**src/rtl/audio_pkg.sv**
```systemverilog
// Shared definitions for the PCM audio player: sequencer states and default timing/width.
package audio_pkg;

    typedef enum logic [1:0] {
        StIdle,
        StFetch,
        StWait,
        StPlay
    } state_e;

    // 25 MHz master clock / 10 kHz sampling rate
    localparam int unsigned DEFAULT_CLK_DIV  = 2500;
    localparam int unsigned DEFAULT_SAMPLE_W = 8;

endpackage

```
**src/rtl/pwm_modulator.sv**
```systemverilog
// Free-running PWM counter and registered comparator; counter and output held at zero when idle.
module pwm_modulator #(
    parameter int unsigned SAMPLE_W = 8
) (
    input  logic                i_clk,
    input  logic                i_rst_n,
    input  logic                i_en,
    input  logic [SAMPLE_W-1:0] i_duty,
    output logic                o_pwm
);

    logic [SAMPLE_W-1:0] r_cnt;
    logic                r_pwm;

    always_ff @(posedge i_clk or negedge i_rst_n) begin
        if (!i_rst_n) begin
            r_cnt <= '0;
            r_pwm <= 1'b0;
        end else if (i_en) begin
            r_cnt <= r_cnt + 1'b1;
            r_pwm <= (r_cnt < i_duty);
        end else begin
            r_cnt <= '0;
            r_pwm <= 1'b0;
        end
    end

    assign o_pwm = r_pwm;

endmodule

```
**src/rtl/pwm_audio_player.sv**
```systemverilog
// PCM player: fetches one ROM sample per sampling tick between start/end and drives a PWM pin.
// Build macro AUDIO_VOLUME_EN adds the Atten_In port (duty = sample >> Atten_In).
module pwm_audio_player
    import audio_pkg::*;
#(
    parameter int unsigned CLK_DIV  = DEFAULT_CLK_DIV,
    parameter int unsigned SAMPLE_W = DEFAULT_SAMPLE_W,
    parameter int unsigned ADDR_W   = 16
) (
    input  logic                Master_Clock_In,
    input  logic                Master_Reset_N_In,
    input  logic                Play_In,
    input  logic                Stop_In,
    input  logic                Loop_In,
    input  logic [ADDR_W-1:0]   Start_Addr_In,
    input  logic [ADDR_W-1:0]   End_Addr_In,
    output logic [ADDR_W-1:0]   Rom_Addr_Out,
    input  logic [SAMPLE_W-1:0] Rom_Data_In,
`ifdef AUDIO_VOLUME_EN
    input  logic [2:0]          Atten_In,
`endif
    output logic                Signal_Out,
    output logic                Busy_Out,
    output logic                Done_Out
);

    localparam int unsigned TICK_W = $clog2(CLK_DIV);

    state_e              r_state, w_state_d;
    logic [ADDR_W-1:0]   r_addr, w_addr_d;
    logic [ADDR_W-1:0]   r_start, w_start_d;
    logic [ADDR_W-1:0]   r_end, w_end_d;
    logic [SAMPLE_W-1:0] r_next, w_next_d;
    logic [SAMPLE_W-1:0] r_duty, w_duty_d;
    logic [TICK_W-1:0]   r_tick, w_tick_d;
    logic                r_busy, w_busy_d;
    logic                r_done, w_done_d;
    logic                r_last, w_last_d;
    logic                w_tick;
    logic [SAMPLE_W-1:0] w_scaled;

    assign w_tick = r_busy && (r_tick == TICK_W'(CLK_DIV - 1));

`ifdef AUDIO_VOLUME_EN
    assign w_scaled = r_next >> Atten_In;
`else
    assign w_scaled = r_next;
`endif

    always_comb begin
        w_state_d = r_state;
        w_addr_d  = r_addr;
        w_start_d = r_start;
        w_end_d   = r_end;
        w_next_d  = r_next;
        w_duty_d  = r_duty;
        w_tick_d  = r_busy ? (w_tick ? '0 : r_tick + 1'b1) : '0;
        w_busy_d  = r_busy;
        w_done_d  = 1'b0;
        w_last_d  = r_last;

        if (Stop_In) begin
            w_state_d = StIdle;
            w_busy_d  = 1'b0;
            w_last_d  = 1'b0;
            w_tick_d  = '0;
        end else begin
            case (r_state)
                StIdle: begin
                    if (Play_In) begin
                        w_start_d = Start_Addr_In;
                        w_end_d   = End_Addr_In;
                        w_addr_d  = Start_Addr_In;
                        w_tick_d  = '0;
                        w_busy_d  = 1'b1;
                        w_duty_d  = '0;
                        w_last_d  = 1'b0;
                        w_state_d = StFetch;
                    end
                end
                StFetch: w_state_d = StWait;
                StWait: begin
                    w_next_d  = Rom_Data_In;
                    w_state_d = StPlay;
                end
                StPlay: begin
                    if (w_tick) begin
                        // r_last: final sample has had its full tick period
                        if (r_last) begin
                            w_done_d  = 1'b1;
                            w_busy_d  = 1'b0;
                            w_last_d  = 1'b0;
                            w_state_d = StIdle;
                        end else begin
                            w_duty_d = w_scaled;
                            if (r_addr == r_end) begin
                                if (Loop_In) begin
                                    w_addr_d  = r_start;
                                    w_state_d = StFetch;
                                end else begin
                                    w_last_d = 1'b1;
                                end
                            end else begin
                                w_addr_d  = r_addr + 1'b1;
                                w_state_d = StFetch;
                            end
                        end
                    end
                end
                default: w_state_d = StIdle;
            endcase
        end
    end

    always_ff @(posedge Master_Clock_In or negedge Master_Reset_N_In) begin
        if (!Master_Reset_N_In) begin
            r_state <= StIdle;
            r_addr  <= '0;
            r_start <= '0;
            r_end   <= '0;
            r_next  <= '0;
            r_duty  <= '0;
            r_tick  <= '0;
            r_busy  <= 1'b0;
            r_done  <= 1'b0;
            r_last  <= 1'b0;
        end else begin
            r_state <= w_state_d;
            r_addr  <= w_addr_d;
            r_start <= w_start_d;
            r_end   <= w_end_d;
            r_next  <= w_next_d;
            r_duty  <= w_duty_d;
            r_tick  <= w_tick_d;
            r_busy  <= w_busy_d;
            r_done  <= w_done_d;
            r_last  <= w_last_d;
        end
    end

    // Next-state busy so the PWM output drops on the same edge as Stop/Done
    pwm_modulator #(
        .SAMPLE_W (SAMPLE_W)
    ) u_pwm (
        .i_clk   (Master_Clock_In),
        .i_rst_n (Master_Reset_N_In),
        .i_en    (w_busy_d),
        .i_duty  (r_duty),
        .o_pwm   (Signal_Out)
    );

    assign Rom_Addr_Out = r_addr;
    assign Busy_Out     = r_busy;
    assign Done_Out     = r_done;

endmodule

```
**config.mk**
```make
export PLATFORM = sky130hd
export DESIGN_NAME = pwm_audio_player
export DESIGN_NICKNAME = d
export VERILOG_FILES = /design/src/rtl/audio_pkg.sv /design/src/rtl/pwm_modulator.sv /design/src/rtl/pwm_audio_player.sv
export SDC_FILE = /design/constraint.sdc
export NUM_CORES = 1
export LEC_CHECK = 0
export CORE_MARGIN = 2
export CORE_UTILIZATION = 34
export DETAILED_ROUTE_END_ITERATION = 12
export GPL_TIMING_DRIVEN = 0
export PLACE_DENSITY_LB_ADDON = 0.1
export SYNTH_ARGS = -nofsm -noshare
export SYNTH_HDL_FRONTEND = slang
export SYNTH_SLANG_ARGS = --single-unit
export TNS_END_PERCENT = 50
```
**constraint.sdc**
```tcl
create_clock -name Master_Clock_In -period 3 [get_ports Master_Clock_In]
set_clock_uncertainty 0.05 [all_clocks]
set_input_delay 0.75 -clock Master_Clock_In [delete_from_list [all_inputs] [get_ports Master_Clock_In]]
set_output_delay 0.75 -clock Master_Clock_In [all_outputs]
set_load 0.005 [all_outputs]
```
==> summary.md, run 1 <==
| Metric | Value |
|---|---|
| Status | complete, no violations |
| Most common cell after layout, fill and taps aside | dfrtp_1 |
| Post-DR wirelength/cell | 16.1 µm |
| Internal power | ~3400 µW |
| Ant. Diodes | 0 |
| EDFF count, synth | 0 |
| Clock group share of total power | 0.219 |
| Avg Cell Area, Syn | around 11 µm² |
| Design Area, Final | about 6000 µm² |
| CTS max path bufs | 2 |
| Setup slack, reg-to-reg | between 500 and 600 ps |
| Static leakage | between 0.002 and 0.003 µW |
| Synth-to-Final Area Change | 24.4% |
| Worst-path clk slew | around 60 ps |
| Synth unique cells | 45 |
| RSZ-0062 raised after global routing | no |
| Vias in the first global route | around 3400 |
| Final setup fails | 0 |
| Hold crit path type | in -> async |
| First-pass GRT wire length | roughly 18000 µm |
| Sequential element share of the synthesized area | 0.475 |
| Worst slew pin tran | 725 ps |
| Hpwl dp | between 7000 and 8000 µm |
| Ys flop type | dfrtp_1 |
| Crit Path Category | reg -> reg |
| Max_slew headroom | 0.517 |
| #FFs+latches synth | 90 |
| Nets | 562 |
| H-tree depth | 3 |
| CTS buffer count | 9 |
| Post-CTS Hold Buffers | 0 |
| I/O Pins | between 60 and 70 |
| Total core area | between 10000 and 15000 µm² |
| Post-CTS Setup Inserts | 0 |
| Final hold violations | 0 |
| PD cells | approximately 880 nW/µm² |
| WP data required | about 3200 ps |
| 1st-pass router iterations | 4 |
| Switch Pwr | roughly 1800 µW |
| Total detailed-routing wirelength | 11100 µm |
| GRT Overall Usage | 0.163 |
| FILL cells | 1367 |
| Seq. cell area | ~2300 µm² |
| CP startpoint kind | flop |
| Peak VDD IR | roughly 0.34 mV |
| Die ar. | about 15000 µm² |
| Synth Instances | ~430 |
| Pre-CTS WS | 309 ps |
| Crit path max fanout | 10 |
| Vias/cell | 4.78 |
| Initial antenna violation count | 0 |
| CTS tree | built |
| Net count after synthesis | between 400 and 500 |
| Arrival time at the worst endpoint | ~2600 ps |
| Overflow after GRT | 0 |
| Largest net degree at the start of global routing | 53 |
| Async SR Flop Fraction | 1.00 |
| Area of the multi-input gates | about 2300 µm² |
| Netlist Area Pre-Place | approximately 4700 µm² |
| CTS Root Cell | clkbuf_16 |
| Die Y | about 120 µm |
| Flop pwr share | 0.397 |
| Logic pwr share | 0.384 |
| Die width | between 100 and 150 µm |
| Post-CTS resize count | 0 |
| Antenna-violating nets left | 0 |
| Clock insertion delay at the later pin of the skew report | around 350 ps |
| Vias | ~3300 |
| Routability cong. | 0.777 |
| Min Clock Period, post-route | approximately 2400 ps |
| FMAX | between 0.4 and 0.5 GHz |
| Switching Fraction | 0.342 |
| Num rows | 43 |
| Initial Util | 0.344 |
| Max-slew violation total from the final report | 0 |
| Yosys Warn Count | 0 |
| Worst setup EP type | flop |
| Starting DRC count in detailed routing | around 130 |
| PortBufs | 62 |
| DRC violations left | 0 |
| Max_cap viols | 0 |
| Hold WS | between 300 and 400 ps |
| Clock sinks | 90 |
| Tcrit/Tclk final | 0.808 |
| Share of post-route cells with drive strength above 1 | 0.172 |
| Area after DPL | between 5000 and 6000 µm² |
| Final worst slack | between 500 and 600 ps |
| Commonest cells after routing, fill and taps aside | dfrtp_1 (90), clkdlybuf4s50_1 (61), mux2_2 (46) |
-- cell families after synthesis --
logic type / synth area share
and+or+nand+nor: 0.128
DFF: 0.475
muxes: 0.168
AOI/OAI and AO/OA: 0.0623
xor gates and xnor gates: 0.0847
buffers and inverters: 0.0454
adders and majority gates: 0.0369
-- per-stage QoR --
| stage | utilization | TNS [ps] | total power (µW) | std cells |
|---|---|---|---|---|
| after floorplan | - | 0 | 3380 | 429 |
| after detailed placement | 0.408 | 0 | 4110 | 672 |
| final | 0.429 | 0 | 5200 | 687 |
| after global routing | 0.429 | 0 | 5600 | 687 |
| after global placement | 0.406 | -221480 | 4050 | 671 |
| after CTS | 0.429 | 0 | 5280 | 687 |
-- state kept, by name (all words and copies together), names as in the netlist --
signal	count
Rom_Addr_Out	16
r_end	16
r_start	16
r_tick	12
r_duty	8
r_next	8
u_pwm.r_cnt	8
r_state	2
Busy_Out	1
Done_Out	1
r_last	1
u_pwm.o_pwm	1
-- metal layers --
layer	wire length, µm	global-route usage
met1	5540	0.226
met2	4990	0.248
met3	405	0.0478
met4	136	0.0453
met5	0	0
-- cell type report --
cell class              instances  share of cell area
multi-input cells             296               0.386
flip-flops and latches         90               0.382
repair buffers                 63               0.109
clock buffers                  13              0.0424
well taps                     180              0.0382
plain buffers                  19              0.0212
inverters                      24              0.0153
clock inverters                 2             0.00636
-- cells in the mapped netlist, types with 2 or more instances --
cell type / instances / area (µm²)
dfrtp_1: 90 / 2250
mux2_2: 46 / 518
nor2_1: 44 / 165
xor2_1: 34 / 298
nand2_1: 25 / 93.8
inv_1: 24 / 90.1
nand3_1: 17 / 85.1
a21oi_1: 16 / 80.1
mux2i_1: 16 / 160
ha_1: 14 / 175
o21ai_0: 13 / 65.1
xnor2_1: 10 / 87.6
mux2_4: 8 / 120
and3_1: 7 / 43.8
clkbuf_1: 6 / 22.5
nor3_1: 6 / 30.0
buf_6: 5 / 56.3
buf_4: 4 / 30.0
nor4_1: 4 / 25.0
nor4_2: 4 / 50.1
buf_1: 3 / 11.3
nand4_1: 3 / 18.8
a211o_1: 2 / 17.5
a211oi_1: 2 / 15.0
a21o_1: 2 / 15.0
a31oi_1: 2 / 12.5
nand2b_1: 2 / 12.5
nor2b_1: 2 / 12.5
o21a_1: 2 / 15.0
-- critical path, stage by stage, from the launching register on --
cell	delay (ps)
dfrtp_1	450
xor2_1	190
nor4_2	460
nand4_2	320
buf_6	270
mux2_4	300
mux2i_1	170
a21oi_1	90
-- power groups by stage --
stage,logic [µW],registers [µW],clock network [µW]
after floorplan,1410,1960,0
after global placement,1980,2070,0
after detailed placement,2020,2090,0
after CTS,2030,2070,1180
after global routing,2230,2130,1240
final,2000,2060,1140
-- path summary, 6_finish.rpt --
check / end / startpoint / cells after the start
hold / removal: u_pwm.r_cnt[7]$_DFF_PN0_ / Master_Reset_N_In / 1
min in group Master_Clock_In: r_tick[0]$_DFF_PN0_ / r_tick[0]$_DFF_PN0_ / 1
hold reg to reg: r_tick[0]$_DFF_PN0_ / r_tick[0]$_DFF_PN0_ / 1
setup reg to reg: Rom_Addr_Out[7]$_DFFE_PN0P_ / Rom_Addr_Out[11]$_DFFE_PN0P_ / 7
setup / recovery: Rom_Addr_Out[7]$_DFFE_PN0P_ / Rom_Addr_Out[11]$_DFFE_PN0P_ / 7
max in group asynchronous: r_end[5]$_DFFE_PN0P_ / Master_Reset_N_In / 2
Note: power is estimated with default switching activity, not from simulation.
==> run 2: changes to the inputs <==
clock period = 2.3 ns   (was 3 ns; I/O delays follow)
==> run 2 against run 1 <==
Clock-buffer cell count unchanged. Cell count grew 0.73%. Fmax is 10% higher. Non-clock buffer count is 5 higher. Routed wire length up 2.0%. Global-route usage rose by 0.080 points. Sequential power increased by 31%. Combinational power grew 39%. Sequential share of layout area down 0.81 points. Utilization is 0.97 points higher. Cell area increased by 2.3%. Critical path type unchanged. Largest power group is now combinational cells.
==> summary.md, run 2 (synthesized netlist as in run 1, its figures left out) <==
| Metric | Value |
|---|---|
| Antenna-violating nets left | 0 |
| Vias in the first global route | ~3400 |
| Post-DR wirelength/cell | between 15 and 20 µm |
| Max_slew headroom | 0.532 |
| Placed insts | 672 |
| CTS tree | built |
| Crit Path Category | reg -> reg |
| Starting DRC count in detailed routing | between 100 and 150 |
| Worst slew pin tran | roughly 700 ps |
| Vias | roughly 3300 |
| Total core area | 13800 µm² |
| Largest net degree at the start of global routing | 53 |
| Post-CTS Hold Buffers | 0 |
| PortBufs | 62 |
| Reg-to-Reg End | Rom_Addr_Out[0]$_DFFE_PN0P_ |
| Area after DPL | 5610 µm² |
| CP startpoint kind | flop |
| Total detailed-routing wirelength | about 11000 µm |
| Vias/cell | roughly 4.8 |
| RSZ-0062 raised after global routing | no |
| WP data required | roughly 2500 ps |
| Routability cong. | between 0.7 and 0.8 |
| Worst setup EP type | flop |
| Max_cap viols | 0 |
| Final setup fails | 0 |
| Setup slack, reg-to-reg | 100 ps |
| Setup TNS | 0 ps |
| CP cell instances | xor2_1 -> nor4_4 -> and4_1 -> buf_6 -> a31oi_4 -> buf_2 -> o221a_1 |
| CTS Root Cell | clkbuf_16 |
| Non-filler instance count after layout | between 600 and 700 |
| 1st-pass router iterations | 4 |
| Worst r2r path cells | 7 |
| Bufs and invs on worst path | 2 |
| CTS buffer count | 9 |
| Hold WS | ~160 ps |
| FMAX | approximately 0.45 GHz |
| Synth-to-Final Area Change | 27.2% |
| Seq. cell area | 2250 µm² |
| GRT Overall Usage | 0.164 |
| Min Clock Period, post-route | roughly 2200 ps |
| CTS max path bufs | 2 |
| Die ar. | approximately 15000 µm² |
| Reg-to-reg critical path startpoint | Rom_Addr_Out[12]$_DFFE_PN0P_ |
| CP top delay family | simple AND/OR/NAND/NOR gates |
| Nets | about 570 |
| Critical Path Max Stage Delay | 460 ps |
| Hpwl dp | just under 8000 µm |
| Status | complete, no violations |
| PD cells | 1150 nW/µm² |
| Clock insertion delay at the later pin of the skew report | 350 ps |
| Peak VDD IR | between 0.4 and 0.5 mV |
| Ant. Diodes | 0 |
| Max-slew violation total from the final report | 0 |
| Utilization after layout | 0.438 |
| Static leakage | between 0.002 and 0.003 µW |
| Final hold violations | 0 |
| Overflow after GRT | 0 |
| Arrival time at the worst endpoint | between 2000 and 2500 ps |
| Most common cell after layout, fill and taps aside | dfrtp_1 |
| Initial Util | 0.344 |
| Die Y | 122 µm |
| Initial antenna violation count | 0 |
| Hold crit path type | in -> async |
| Area of the multi-input gates | approximately 2400 µm² |
| Crit-path slowest cell | dfrtp_2 |
| Die width | between 100 and 150 µm |
| Commonest cells after routing, fill and taps aside | dfrtp_1 (88), clkdlybuf4s50_1 (61), mux2_2 (46) |
| Worst-path clk slew | ~60 ps |
| H-tree depth | 3 |
| DRC violations left | 0 |
| Num rows | 43 |
| FILL cells | 1350 |
| Crit path max fanout | 6 |
| Share of post-route cells with drive strength above 1 | 0.205 |
| Design Area, Final | 6040 µm² |
| First-pass GRT wire length | 18300 µm |
| Tcrit/Tclk final | 0.957 |
| Clock sinks | 90 |
| I/O Pins | 64 |
==> run 2: worst max-delay path by stage <==
stage | startpoint | to | slack (ps) | depth (start not counted)
floorplan | Rom_Addr_Out[8]$_DFFE_PN0P_ | Rom_Addr_Out[10]$_DFFE_PN0P_ | 270 | 8
global placement | Master_Reset_N_In | r_end[0]$_DFFE_PN0P_ | -2990 | 1
detailed placement | Play_In | r_start[6]$_DFFE_PN0P_ | -220 | 4
CTS | r_tick[0]$_DFF_PN0_ | Rom_Addr_Out[10]$_DFFE_PN0P_ | 10 | 8
global route | r_tick[0]$_DFF_PN0_ | Rom_Addr_Out[13]$_DFFE_PN0P_ | 2 | 8
finish | Rom_Addr_Out[12]$_DFFE_PN0P_ | Rom_Addr_Out[0]$_DFFE_PN0P_ | 100 | 7
==> run 2: metrics by stage <==
stage | setup WS (ps) | power [µW]
CTS | 9.78 | 6900
finish | 99.9 | 6970
floorplan | 269 | 4400
global route | 2.00 | 7500
detailed placement | -216 | 5360
global placement | -2990 | 5290
==> run 2: power breakdown <==
part	switching, µW	internal (µW)	total (µW)
Sequential	536	2160	2700
Combinational	1260	1530	2790
Clock	620	868	1490
==> run 2: metal layers <==
layer | part of all wire | global-route usage | vias up
li1 | - | - | 1630
met1 | 0.49 | 0.227 | 1647
met2 | 0.45 | 0.249 | 48
met3 | 0.039 | 0.0478 | 8
met4 | 0.012 | 0.0453 | 0
met5 | 0 | 0 | -
==> run 2: timing repair <==
item | CTS | global route
cloned | 0 | 1
pin swaps | 1 | 7
hold endpoints to repair | 0 | 0
endpoints found under the setup margin | 11 | 36
setup buffers | 1 | 3
resized for setup | 3 | 17
==> run 2: final cells by class <==
class                           instances  area share
Clock buffer                           13      0.0415
Timing Repair Buffer                   68       0.113
Tap cell                              180      0.0373
Sequential cell                        90       0.374
Multi-Input combinational cell        296       0.392
Clock inverter                          2     0.00622
Buffer                                 19      0.0220
Inverter                               24      0.0149
